File: src/rtl/nap_pkg.sv
// Shared types and constants for the nap countdown timer.
package nap_pkg;

  typedef enum logic [1:0] {
    IDLE  = 2'd0,
    RUN   = 2'd1,
    ALARM = 2'd2
  } state_t;

  typedef logic [3:0] bcd_t;

  localparam bcd_t        MAX_TEN_MS   = 4'd5;
  localparam bcd_t        MAX_ONE      = 4'd9;
  localparam int unsigned MAX_HOURS    = 23;
  localparam bcd_t        MAX_HOUR_TEN = 4'd2;
  localparam int unsigned N_DIGITS     = 6;

  // Digit order: 0 sec_one, 1 sec_ten, 2 min_one, 3 min_ten, 4 hour_one, 5 hour_ten.
  function automatic bcd_t digit_max(int unsigned idx);
    case (idx)
      1, 3:    return MAX_TEN_MS;
      5:       return MAX_HOUR_TEN;
      default: return MAX_ONE;
    endcase
  endfunction

  function automatic logic hours_ok(bcd_t ten, bcd_t one);
    return ((32'(ten) * 32'd10) + 32'(one)) <= MAX_HOURS;
  endfunction

endpackage

File: src/rtl/bcd_down_digit.sv
// One BCD down-counting digit with load and borrow chaining.
module bcd_down_digit
  import nap_pkg::*;
#(
  parameter bcd_t MAX = MAX_ONE
) (
  input  logic       clk,
  input  logic       rst,
  input  logic       load,
  input  logic [3:0] load_val,
  input  logic       dec,
  input  logic       borrow_in,
  output logic [3:0] value,
  output logic       borrow_out
);

  logic [3:0] r_value;

  always_ff @(posedge clk or negedge rst) begin
    if (!rst) begin
      r_value <= 4'd0;
    end else if (load) begin
      r_value <= load_val;
    end else if (dec && borrow_in) begin
      r_value <= (r_value == 4'd0) ? MAX : r_value - 4'd1;
    end
  end

  assign value      = r_value;
  assign borrow_out = dec & borrow_in & (r_value == 4'd0);

endmodule

File: src/rtl/nap_countdown.sv
// Nap countdown timer: load-edge detection, one-second prescaler, IDLE/RUN/ALARM FSM
// and a six-digit BCD borrow chain.
module nap_countdown
  import nap_pkg::*;
#(
  parameter int unsigned TICK_DIV = 50_000_000
) (
  input  logic       clk,
  input  logic       rst,
  input  logic       completeSetting,
  input  logic [3:0] hour_ten_in,
  input  logic [3:0] hour_one_in,
  input  logic [3:0] min_ten_in,
  input  logic [3:0] min_one_in,
  input  logic [3:0] sec_ten_in,
  input  logic [3:0] sec_one_in,
  input  logic       stop,
  input  logic       pause,
  output logic [3:0] hour_ten_out,
  output logic [3:0] hour_one_out,
  output logic [3:0] min_ten_out,
  output logic [3:0] min_one_out,
  output logic [3:0] sec_ten_out,
  output logic [3:0] sec_one_out,
  output logic       running,
  output logic       alarm,
  output logic       err
);

  localparam int unsigned   PW         = (TICK_DIV > 2) ? $clog2(TICK_DIV) : 1;
  localparam logic [PW-1:0] PRESC_LAST = PW'(TICK_DIV - 1);

  state_t        r_state, w_state_nxt;
  logic [PW-1:0] r_presc, w_presc_nxt;
  logic          r_err, w_err_nxt;
  logic          r_running, r_alarm;
  logic          r_cs_q, r_armed;

  logic [3:0]          w_in  [N_DIGITS];
  logic [3:0]          w_val [N_DIGITS];
  logic [N_DIGITS:0]   w_borrow;
  logic                w_load_edge, w_valid, w_digits_ok, w_in_zero;
  logic                w_load, w_tick, w_dec, w_one_left;

  assign w_in[0] = sec_one_in;
  assign w_in[1] = sec_ten_in;
  assign w_in[2] = min_one_in;
  assign w_in[3] = min_ten_in;
  assign w_in[4] = hour_one_in;
  assign w_in[5] = hour_ten_in;

  // r_armed masks the first clock after reset so a level held high is not seen as an edge.
  assign w_load_edge = r_armed & completeSetting & ~r_cs_q;

  always_comb begin
    w_digits_ok = 1'b1;
    w_in_zero   = 1'b1;
    for (int unsigned i = 0; i < N_DIGITS; i++) begin
      if (w_in[i] > MAX_ONE) w_digits_ok = 1'b0;
      if (w_in[i] != 4'd0)   w_in_zero   = 1'b0;
    end
  end

  assign w_valid = w_digits_ok & (sec_ten_in <= MAX_TEN_MS) & (min_ten_in <= MAX_TEN_MS)
                 & hours_ok(hour_ten_in, hour_one_in);

  assign w_load     = w_load_edge & w_valid;
  assign w_tick     = (r_state == RUN) & ~pause & (r_presc == PRESC_LAST);
  assign w_dec      = w_tick & ~w_load_edge & ~stop;
  assign w_one_left = ((w_val[5] | w_val[4] | w_val[3] | w_val[2] | w_val[1]) == 4'd0)
                    & (w_val[0] == 4'd1);

  assign w_borrow[0] = 1'b1;

  for (genvar gi = 0; gi < N_DIGITS; gi++) begin : g_digit
    bcd_down_digit #(
      .MAX(digit_max(gi))
    ) u_digit (
      .clk       (clk),
      .rst       (rst),
      .load      (w_load),
      .load_val  (w_in[gi]),
      .dec       (w_dec),
      .borrow_in (w_borrow[gi]),
      .value     (w_val[gi]),
      .borrow_out(w_borrow[gi+1])
    );
  end

  // Next-state: load edge beats stop, stop beats tick.
  always_comb begin
    w_state_nxt = r_state;
    w_presc_nxt = r_presc;
    w_err_nxt   = r_err;
    if (w_load_edge) begin
      w_presc_nxt = '0;
      if (w_valid) begin
        w_err_nxt   = 1'b0;
        w_state_nxt = w_in_zero ? ALARM : RUN;
      end else begin
        w_err_nxt   = 1'b1;
        w_state_nxt = IDLE;
      end
    end else begin
      case (r_state)
        RUN: begin
          if (stop) begin
            w_state_nxt = IDLE;
            w_presc_nxt = '0;
          end else if (!pause) begin
            if (r_presc == PRESC_LAST) begin
              w_presc_nxt = '0;
              if (w_one_left || w_borrow[N_DIGITS]) w_state_nxt = ALARM;
            end else begin
              w_presc_nxt = r_presc + PW'(1);
            end
          end
        end
        ALARM: begin
          if (stop) w_state_nxt = IDLE;
        end
        default: begin
          w_state_nxt = r_state;
        end
      endcase
    end
  end

  always_ff @(posedge clk or negedge rst) begin
    if (!rst) begin
      r_state   <= IDLE;
      r_presc   <= '0;
      r_err     <= 1'b0;
      r_cs_q    <= 1'b0;
      r_armed   <= 1'b0;
      r_running <= 1'b0;
      r_alarm   <= 1'b0;
    end else begin
      r_state   <= w_state_nxt;
      r_presc   <= w_presc_nxt;
      r_err     <= w_err_nxt;
      r_cs_q    <= completeSetting;
      r_armed   <= 1'b1;
      r_running <= (w_state_nxt == RUN);
      r_alarm   <= (w_state_nxt == ALARM);
    end
  end

  assign sec_one_out  = w_val[0];
  assign sec_ten_out  = w_val[1];
  assign min_one_out  = w_val[2];
  assign min_ten_out  = w_val[3];
  assign hour_one_out = w_val[4];
  assign hour_ten_out = w_val[5];
  assign running      = r_running;
  assign alarm        = r_alarm;
  assign err          = r_err;

endmodule

File: config.mk
export PLATFORM = sky130hd
export DESIGN_NAME = nap_countdown
export DESIGN_NICKNAME = d
export VERILOG_FILES = /design/src/rtl/nap_pkg.sv /design/src/rtl/bcd_down_digit.sv /design/src/rtl/nap_countdown.sv
export SDC_FILE = /design/constraint.sdc
export NUM_CORES = 1
export LEC_CHECK = 0
export ABC_CLOCK_PERIOD_IN_PS = 3200
export BUFFER_PORTS_ARGS = -buffer_cell sky130_fd_sc_hd__buf_4
export CORE_MARGIN = 2
export CORE_UTILIZATION = 45
export CTS_CLUSTER_DIAMETER = 30
export CTS_CLUSTER_SIZE = 10
export DETAILED_ROUTE_END_ITERATION = 8
export PLACE_DENSITY = 0.63
export SKIP_LAST_GASP = 1
export SLEW_MARGIN = 25
export SYNTH_ARGS = -nofsm -noshare
export SYNTH_HDL_FRONTEND = slang
export SYNTH_SLANG_ARGS = --single-unit
File: constraint.sdc
create_clock -name clk -period 3.2 [get_ports clk]
set_clock_uncertainty 0.1 [all_clocks]
set_input_delay 0.32 -clock clk [delete_from_list [all_inputs] [get_ports clk]]
set_output_delay 0.32 -clock clk [all_outputs]
set_load 0.01 [all_outputs]
==> results of run 1 <==
-- power by group through the flow --
stage | Clock, uW | Combinational [uW] | Sequential (uW)
2_1_floorplan | 0 | 87.0 | 765
3_3_place_gp | 0 | 192 | 765
3_5_place_dp | 0 | 195 | 765
4_1_cts | 700 | 198 | 752
5_1_grt | 727 | 220 | 754
6_report | 689 | 197 | 752
-- flip-flops by register name, summed over array words and instances, names as in the netlist --
signal,count
r_state,2
alarm,1
r_cs_q,1
err,1
r_presc,26
g_digit.u_digit.value,24
running,1
r_armed,1
-- critical path, cell delays in order (launching register included) --
cell and delay, ps:
dfrtp_1 450, nor4_2 410, nand4_2 200, or4_1 520, or3_1 430, or4b_1 530, a31oi_1 180
-- kinds of logic after synthesis --
logic type	after synthesis	synth area share, %
other cells	1	0.107
xor+xnor	12	2.99
fa+ha+maj	13	5.06
simple gates	171	26.6
compound gates	115	20.0
mux	4	1.21
flops	57	40.6
buf+inv	31	3.35
-- cells in the final DEF (no fill, tap or decap), types with 6 or more instances in the layout --
cell type / count
and2_1: 6
clkbuf_8: 11
nor4_1: 11
a21oi_1: 24
a31oi_1: 14
ha_1: 11
and3_1: 7
nor2_1: 41
buf_4: 70
nor3_1: 6
o21ai_0: 41
nand4_1: 11
nand2_1: 33
inv_1: 16
nand3_1: 22
xor2_1: 9
dfrtp_1: 57
-- metrics by stage --
step / instance area (sq um) / setup slack [ps] / cells / hold slack [ps]
final: 4360 / 309 / 579 / 146
after global routing: 4360 / 149 / 579 / 154
after CTS: 4360 / 311 / 579 / 137
after detailed placement: 4150 / 13.0 / 562 / 339
after global placement: 4150 / 70.5 / 562 / 329
after floorplan: 3510 / 194 / 404 / -75.6
-- timing repair --
action / 4_1_cts / 5_1_grt
endpoints found under the setup margin: 0 / 0
hold buffers: 2 / 0
endpoints found under the hold margin: 58 / 0
-- worst max-delay path by stage --
stage,start,endpoint,slack (ps),cells past startpoint
floorplan,hour_ten_in[1],alarm$_DFF_PN0_,190,10
global placement,hour_ten_in[3],g_digit[1].u_digit.value[1]$_DFFE_PN0P_,70,11
detailed placement,hour_ten_in[3],g_digit[1].u_digit.value[1]$_DFFE_PN0P_,10,11
CTS,g_digit[1].u_digit.value[0]$_DFFE_PN0P_,g_digit[5].u_digit.value[2]$_DFFE_PN0P_,310,6
global route,r_state[1]$_DFF_PN0_,g_digit[5].u_digit.value[2]$_DFFE_PN0P_,150,8
finish,g_digit[1].u_digit.value[0]$_DFFE_PN0P_,g_digit[5].u_digit.value[2]$_DFFE_PN0P_,310,6
-- final cells by class --
type,count,area [sq um]
timing repair buffer,73,566
tap,102,128
sequential,57,1430
clock inverter,3,40.0
clock buffer,12,155
multi-input combinational,316,1990
fill,702,3280
inverter,16,60.1
-- routing by layer --
layer / routed length (microns) / up-vias
li1: - / 1640
met1: 4230 / 1647
met2: 4520 / 87
met3: 436 / 13
met4: 132 / 0
met5: 0 / -
==> results.yml, run 1 <==
yosys:
  synth_top_area_share_pct: 40.6
  seq_area_frac_synth_pct: 40.6
  syn_nets: 446
  synthTopCellsByArea: "dfrtp_1 (41%), o21ai_0 (5.8%), nor2_1 (4.4%), ha_1 (3.9%), nand2_1 (3.5%)"
  synth_area_per_cell_sq_um: 8.69
  synth_common_cells: "dfrtp_1 (57), nor2_1 (41), o21ai_0 (41)"
  syn_area_sq_mm: 0.00351
  ys_ff_latch: 57
  synth-edff-count: 0
  synthCells: 404
  ys_async_sr_fraction_pct: 100
  synth_ff_type: "dfrtp_1"
  ys_warn_count: 0
  synth.most_common_cell: "dfrtp_1"
  synth_top_area_cell: "dfrtp_1"
  synth_cell_type_count: 63
floorplan:
  die_h_microns: 92.3
  die_w_microns: 92.3
  io_pins: 56
  rows: 32
  start_util_pct: 45.9
  core_area_sq_mm: 0.00765
  die_area_sq_mm: 0.00852
detailed_routing:
  drt_wl_total_microns: 9320
  drc_errors: 0
  drtAntennaViolNets: 0
  wl_per_cell_microns: 16.1
  drtIter0Drc: 133
  vias: 3387
  firstDrtPassIters: 4
  vias_per_cell: 5.85
clock_tree:
  h-tree-depth: 3
  clk_latency_ps: 340
  cts_setup_buffers: 0
  cts-resized-gates: 0
  cts_root_buf: "clkbuf_8"
  cts_tree: "done"
  cts_buffer_depth: 2
  cts_buffers: 9
  clkSinkCount: 57
  path_clk_slew_ps: 70
status:
  status: "completed"
critical_path:
  r2r_cells: 6
  worst-path-max-fanout: 6
  r2r_start: "g_digit[1].u_digit.value[0]$_DFFE_PN0P_"
  worstPathRequired_ps: 3370
  worstSetupPathType: "reg -> reg"
  worstPathArrival_ps: 3060
  end_kind: "flop"
  rrSetupSlack_ps: 310
  worst_r2r_endpoint: "g_digit[5].u_digit.value[2]$_DFFE_PN0P_"
  setup.worst_path.start_class: "flop"
power_and_ir_drop:
  switching_power_uw: 424
  p_comb_share_pct: 12.0
  power.leakage_uw: 0.00193
  power_uw: 1640
  internal_power_uw: 1210
  clkPwrFrac_pct: 42.1
  p_sw_share_pct: 25.9
  seqPwrFrac_pct: 45.9
  irDropWorstVdd_v: 0.000167
  power.density_mw_per_mm2: 375
final_layout:
  final_util_pct: 57.1
  diodes: 0
  nNetsFinal: 515
  layout-drive-gt1-share_pct: 20.1
  area_growth_pct: 24.3
place:
  port_buffers: 55
  dp_hpwl_microns: 6800
  gp_congestion: 0.873
global_route:
  overflow: 0
  grtUsageMet1_pct: 31.5
  grt_max_degree: 58
  grt_antenna_before_repair: 0
  busiest_layer: "met2"
  use_met2_pct: 38.1
  grt_pass1_wl_microns: 15900
  grt_util_met3_pct: 5.13
  track_usage_pct: 23.4
  first_global_vias: 3242
timing:
  slew_headroom_pct: 50.1
  min_period_ps: 2890
  fin_crit_sh_pct: 90.3
  fmax_ghz: 0.346
  drv_slew: 0
  worst_pin_slew_ps: 749
  hold_viol_final: 0
  rsz0062_at_grt: "false"
  finalSetupViolCount: 0
  final.setup.tns_ps: 0
hold_path:
  worstHoldStart: "sec_one_in[0]"
  whs_endpoint: "g_digit[0].u_digit.value[0]$_DFFE_PN0P_"
  min_path_type: "in -> reg"
  holdPathStages: 3
job:
  drv_cap: 0
Note: power is estimated with default switching activity, not from simulation.
==> run 2, diff against run 1 <==
Settings changed: CORE_UTILIZATION 45 to 40, PLACE_DENSITY 0.63 to 0.57, SYNTH_HIERARCHICAL from default to 1.
==> results.yml, run 2 <==
yosys:
  synthTopCellsByArea: "dfrtp_1 (40%), ha_1 (3.8%), xnor2_1 (3.6%), nor4_1 (3.3%), nand2_1 (3.2%)"
  ys_ff_latch: 57
  synth_area_per_cell_sq_um: 9.52
  synth_common_cells: "dfrtp_1 (57), nand2_1 (31), nor2_1 (28)"
  synth_ff_type: "dfrtp_1"
  synth_top_area_share_pct: 39.5
  synth_cell_type_count: 64
  synth.most_common_cell: "dfrtp_1"
  seq_area_frac_synth_pct: 39.5
  ys_async_sr_fraction_pct: 100
  ys_warn_count: 6
  syn_area_sq_mm: 0.00361
  synth_top_area_cell: "dfrtp_1"
  synthCells: 379
  synth-edff-count: 0
global_route:
  grt_max_degree: 58
  track_usage_pct: 21.8
  first_global_vias: 3487
  grt_antenna_before_repair: 0
  overflow: 0
  grt_pass1_wl_microns: 17000
floorplan:
  start_util_pct: 41.4
  core_area_sq_mm: 0.00872
  die_area_sq_mm: 0.00980
  io_pins: 56
  die_w_microns: 99.0
  rows: 34
  die_h_microns: 99.0
critical_path:
  worstPathRequired_ps: 3340
  setup.worst_path.start_class: "flop"
  end_kind: "flop"
  worstPathArrival_ps: 4300
  worst-path-max-fanout: 4
  worstSetupPathType: "reg -> reg"
clock_tree:
  cts_tree: "done"
  clkSinkCount: 57
  cts_buffers: 9
  cts_root_buf: "clkbuf_8"
  clk_latency_ps: 330
  cts_buffer_depth: 2
  h-tree-depth: 3
  path_clk_slew_ps: 70
place:
  dp_hpwl_microns: 7430
  dpl_cell_area_sq_mm: 0.00463
  gp_congestion: 0.895
  port_buffers: 55
final_layout:
  layout_commonest_cell: "buf_4"
  top_register: "r_presc"
  largest_reg_flops: 26
  diodes: 0
  final_cell_area_sq_mm: 0.00506
  area_growth_pct: 40.1
  nNetsFinal: 560
  layout-drive-gt1-share_pct: 35.4
  mostFrequentLayoutCells: "buf_4 (128), dfrtp_1 (57), nand2_1 (30), nor2_1 (27), nor4_1 (18)"
power_and_ir_drop:
  power.density_mw_per_mm2: 321
  power.leakage_uw: 0.00231
  irDropWorstVdd_v: 0.000241
timing:
  finalSetupViolCount: 14
  hold_viol_final: 0
  slew_headroom_pct: 50.4
  layout_setup_ws_ps: -952
  drv_slew: 0
  min_period_ps: 4150
  worst_pin_slew_ps: 744
  fin_crit_sh_pct: 130
  hold_slack_ps: 119
  fmax_ghz: 0.241
  rsz0062_at_grt: "true"
detailed_routing:
  vias: 3435
  drtAntennaViolNets: 0
  firstDrtPassIters: 4
  wl_per_cell_microns: 16.2
  vias_per_cell: 5.45
  drtIter0Drc: 117
  drc_errors: 0
  drt_wl_total_microns: 10200
status:
  violations: "setup timing"
  status: "complete, but fails checks"
job:
  drv_cap: 0
hold_path:
  min_path_type: "in -> reg"
[run 2: changes by cell type after synthesis, moves of 9 or more]
| cell | delta |
|---|---|
| o21ai_0 | -28 |
| a31oi_1 | -13 |
| nand3_1 | -13 |
| nor2_1 | -13 |
| xnor2_1 | +12 |
| clkbuf_1 | -11 |
| a21oi_1 | -10 |
| nor2b_1 | +10 |
| o21ai_1 | +9 |
[run 2: logic make-up after synthesis]
| logic type | count (synthesis) | share of synthesized area [%] |
|---|---|---|
| and+or+nand+nor | 176 | 30.2 |
| adders and majority gates | 13 | 4.92 |
| AOI/OAI and AO/OA | 78 | 14.7 |
| other | 1 | 0.104 |
| muxes | 7 | 1.98 |
| buffers and inverters | 23 | 2.70 |
| xor gates and xnor gates | 24 | 5.83 |
| DFF | 57 | 39.5 |
[run 2: repair_timing]
| item | 4_1_cts | 5_1_grt |
|---|---|---|
| setup buffers | 12 | 5 |
| pin swaps | 7 | 8 |
| setup endpoints to repair | 15 | 16 |
| gates resized for setup | 20 | 1 |
| endpoints found under the hold margin | 58 | 0 |
| hold buffers | 2 | 0 |
[run 2: worst paths after layout]
| path | cells after the start | slack, ps | to | from |
|---|---|---|---|---|
| min reg2reg | 1 | 430 | err$_DFFE_PN0P_ | err$_DFFE_PN0P_ |
| min in group asynchronous | 2 | 490 | r_presc[13]$_DFFE_PN0P_ | rst |
| max | 20 | -950 | alarm$_DFF_PN0_ | r_presc[1]$_DFFE_PN0P_ |
| max reg2reg | 20 | -950 | alarm$_DFF_PN0_ | r_presc[1]$_DFFE_PN0P_ |
| max in group asynchronous | 2 | 2010 | r_state[0]$_DFF_PN0_ | rst |
| min | 3 | 120 | g_digit[1].u_digit/value[0]$_DFFE_PN0P_ | sec_ten_in[0] |
[run 2: metrics by stage]
| stage | TNS [ps] | utilization [%] | power, uW | worst slack (ps) | cells |
|---|---|---|---|---|---|
| after floorplan | -5530 | - | 842 | -874 | 382 |
| after detailed placement | -8160 | 53.1 | 948 | -995 | 597 |
| after CTS | -7900 | 57.6 | 1640 | -923 | 626 |
| final | -8680 | 58.0 | 1630 | -952 | 630 |
| after global placement | -6860 | 53.1 | 945 | -899 | 597 |
| after global routing | -11040 | 58.0 | 1690 | -1130 | 630 |
[run 2: layout make-up]
type / instances / area [sq um]
tap: 108 / 135
multi-input combinational: 302 / 2190
inverter: 11 / 41.3
clock buffer: 12 / 155
clock inverter: 3 / 40.0
sequential: 57 / 1430
fill: 780 / 3660
timing repair buffer: 137 / 1070
[run 2: per-layer routing]
metal	vias to the layer above	track usage [%]	part of all wire [%]
li1	1684	-	-
met1	1670	27.0	44
met2	64	37.9	51
met3	17	4.96	3.3
met4	0	6.43	2.0
met5	-	0	0
[run 2: critical path, cell delays in order, from the launching register on]
cell      delay [ps]
dfrtp_1          390
ha_4             150
nor3b_4          160
nand4_1          130
or3_4            370
nor2b_4          130
and4bb_4         240
and2_4           140
and4bb_1         230
and2_4           160
and4bb_4         230
and2_4           140
and4bb_1         200
and2_4           150
and4bb_4         230
and2_4           150
nand2_4           50
nor2_4           100
a31oi_4           50
or3_1            350
a221oi_2         240
[run 2: report_power, final]
group / internal, uW / switching (uW)
sequential: 733 / 16.0
clock: 396 / 289
combinational: 92.1 / 99.5
total: 1220 / 405
==> run 3, diff against run 2 <==
Settings changed: ABC_CLOCK_PERIOD_IN_PS 3200 to 4530, CTS_BUF_LIST from default to sky130_fd_sc_hd__clkbuf_4 sky130_fd_sc_hd__clkbuf_8 sky130_fd_sc_hd__clkbuf_16.
Clock period 3.2 ns to 4.53 ns, I/O delays scaled along.
==> results.yml, run 3 (synthesis results as in run 2) <==
status:
  status: "completed"
place:
  port_buffers: 55
  dp_hpwl_microns: 6950
  gp_congestion: 0.824
timing:
  fin_crit_sh_pct: 96.7
  hold_viol_final: 0
  hold_slack_ps: 81.4
  worst_pin_slew_ps: 924
  finalSetupViolCount: 0
  slew_headroom_pct: 38.4
  fmax_ghz: 0.228
  rsz0062_at_grt: "true"
  drv_slew: 0
  min_period_ps: 4380
critical_path:
  worst_path_most_repeated_cell: "and2_4"
  max_stage_delay_ps: 420
  worst_r2r_endpoint: "alarm$_DFF_PN0_"
  worstPathBufferInverterCount: 0
  worstSetupPathType: "reg -> reg"
  path_delay_family: "simple AND/OR/NAND/NOR gates"
  worst-path-max-fanout: 4
  r2r_start: "r_presc[0]$_DFFE_PN0P_"
  end_kind: "flop"
  r2r_cells: 20
  worstPathRequired_ps: 4670
  worstSetupEndpoint: "alarm$_DFF_PN0_"
  cp-startpoint: "r_presc[0]$_DFFE_PN0P_"
  rrSetupSlack_ps: 150
  cp.depth: 20
  path_cells: "ha_4 -> nor3b_2 -> nand4_1 -> or3_4 -> nor2b_4 -> and4bb_4 -> and2_4 -> and4bb_1 -> and2_4 -> and4bb_4 -> and2_4 -> and4bb_1 -> and2_4 -> and4bb_4 -> and2_4 -> nand2_1 -> nor2_1 -> a31oi_1 -> or3_1 -> a221oi_2"
  worstPathArrival_ps: 4520
  setup.worst_path.start_class: "flop"
  slowest_stage: "or3_4"
global_route:
  grt_antenna_before_repair: 0
  grt_max_degree: 58
  overflow: 0
  grt_pass1_wl_microns: 16000
  first_global_vias: 3177
  track_usage_pct: 20.6
final_layout:
  num-fill-cells: 805
  regArea_sq_mm: 0.00143
  final_util_pct: 51.5
  area_growth_pct: 24.4
  nNetsFinal: 498
  diodes: 0
  layout-drive-gt1-share_pct: 25.9
  layout_commonest_cell: "buf_4"
  mostFrequentLayoutCells: "buf_4 (75), dfrtp_1 (57), nand2_1 (31), nor2_1 (28), nor4_1 (18)"
  multi_input_area_sq_mm: 0.00214
  top_register: "r_presc"
  largest_reg_flops: 26
clock_tree:
  cts_buffers: 9
  cts_buffer_depth: 2
  path_clk_slew_ps: 70
  cts_hold_buffers: 0
  clk_latency_ps: 330
  cts_tree: "done"
  h-tree-depth: 3
  cts_root_buf: "clkbuf_8"
  clkSinkCount: 57
detailed_routing:
  vias: 3147
  drt_wl_total_microns: 9610
  vias_per_cell: 5.54
  drtIter0Drc: 134
  wl_per_cell_microns: 16.9
  drc_errors: 0
  firstDrtPassIters: 4
  drtAntennaViolNets: 0
hold_path:
  min_path_type: "in -> async"
power_and_ir_drop:
  power.leakage_uw: 0.00195
  power.density_mw_per_mm2: 249
  irDropWorstVdd_v: 0.000121
  power_uw: 1120
floorplan:
  die_area_sq_mm: 0.00980
  rows: 34
  io_pins: 56
  core_area_sq_mm: 0.00872
  start_util_pct: 41.4
  die_w_microns: 99.0
  die_h_microns: 99.0
job:
  drv_cap: 0
run 3: cell count changes in the layout (fill, tap and decap cells not counted), sizes merged:
cell	change
buf	-60
dlygate4sd3	-2
clkbuf	-1
clkinv	+1
run 3: stage by stage:
| step | instances | setup slack [ps] | TNS, ps | instance area (sq um) |
|---|---|---|---|---|
| floorplan | 382 | 247 | 0 | 3640 |
| global placement | 552 | 107 | 0 | 4270 |
| CTS | 568 | 22.9 | 0 | 4470 |
| global route | 568 | -38.7 | -70.1 | 4490 |
| detailed placement | 552 | 17.1 | 0 | 4280 |
| finish | 568 | 151 | 0 | 4490 |
run 3: worst min-delay path by stage:
stage                         start                                       to  cells after the start
finish                          rst                  r_presc[20]$_DFFE_PN0P_                      1
global route        completeSetting                         r_cs_q$_DFF_PN0_                      1
CTS                             rst  g_digit[3].u_digit/value[0]$_DFFE_PN0P_                      1
detailed placement  err$_DFFE_PN0P_                          err$_DFFE_PN0P_                      1
global placement    err$_DFFE_PN0P_                          err$_DFFE_PN0P_                      1
floorplan                       rst                          alarm$_DFF_PN0_                      0
run 3: cell type report:
class | instances | share of cell area (%)
Clock buffer | 11 | 3.09
Clock inverter | 4 | 1.00
Inverter | 11 | 0.920
Multi-Input combinational cell | 302 | 47.7
Sequential cell | 57 | 31.8
Tap cell | 108 | 3.01
Timing Repair Buffer | 75 | 12.5
run 3: repair_timing:
action | 4_1_cts | 5_1_grt
resized for setup | 0 | 4
pin swaps | 0 | 1
setup endpoints to repair | 1 | 3
setup buffers | 1 | 0
run 3: power breakdown:
group          total [uW]  internal (uW)  switching (uW)
combinational         122           57.1            64.8
sequential            531            518            13.0
clock                 464            261             203
run 3: metal layers:
metal | wire (microns) | track usage (%)
met5 | 0 | 0
met4 | 87 | 4.11
met3 | 353 | 5.39
met2 | 4810 | 34.4
met1 | 4360 | 27.0
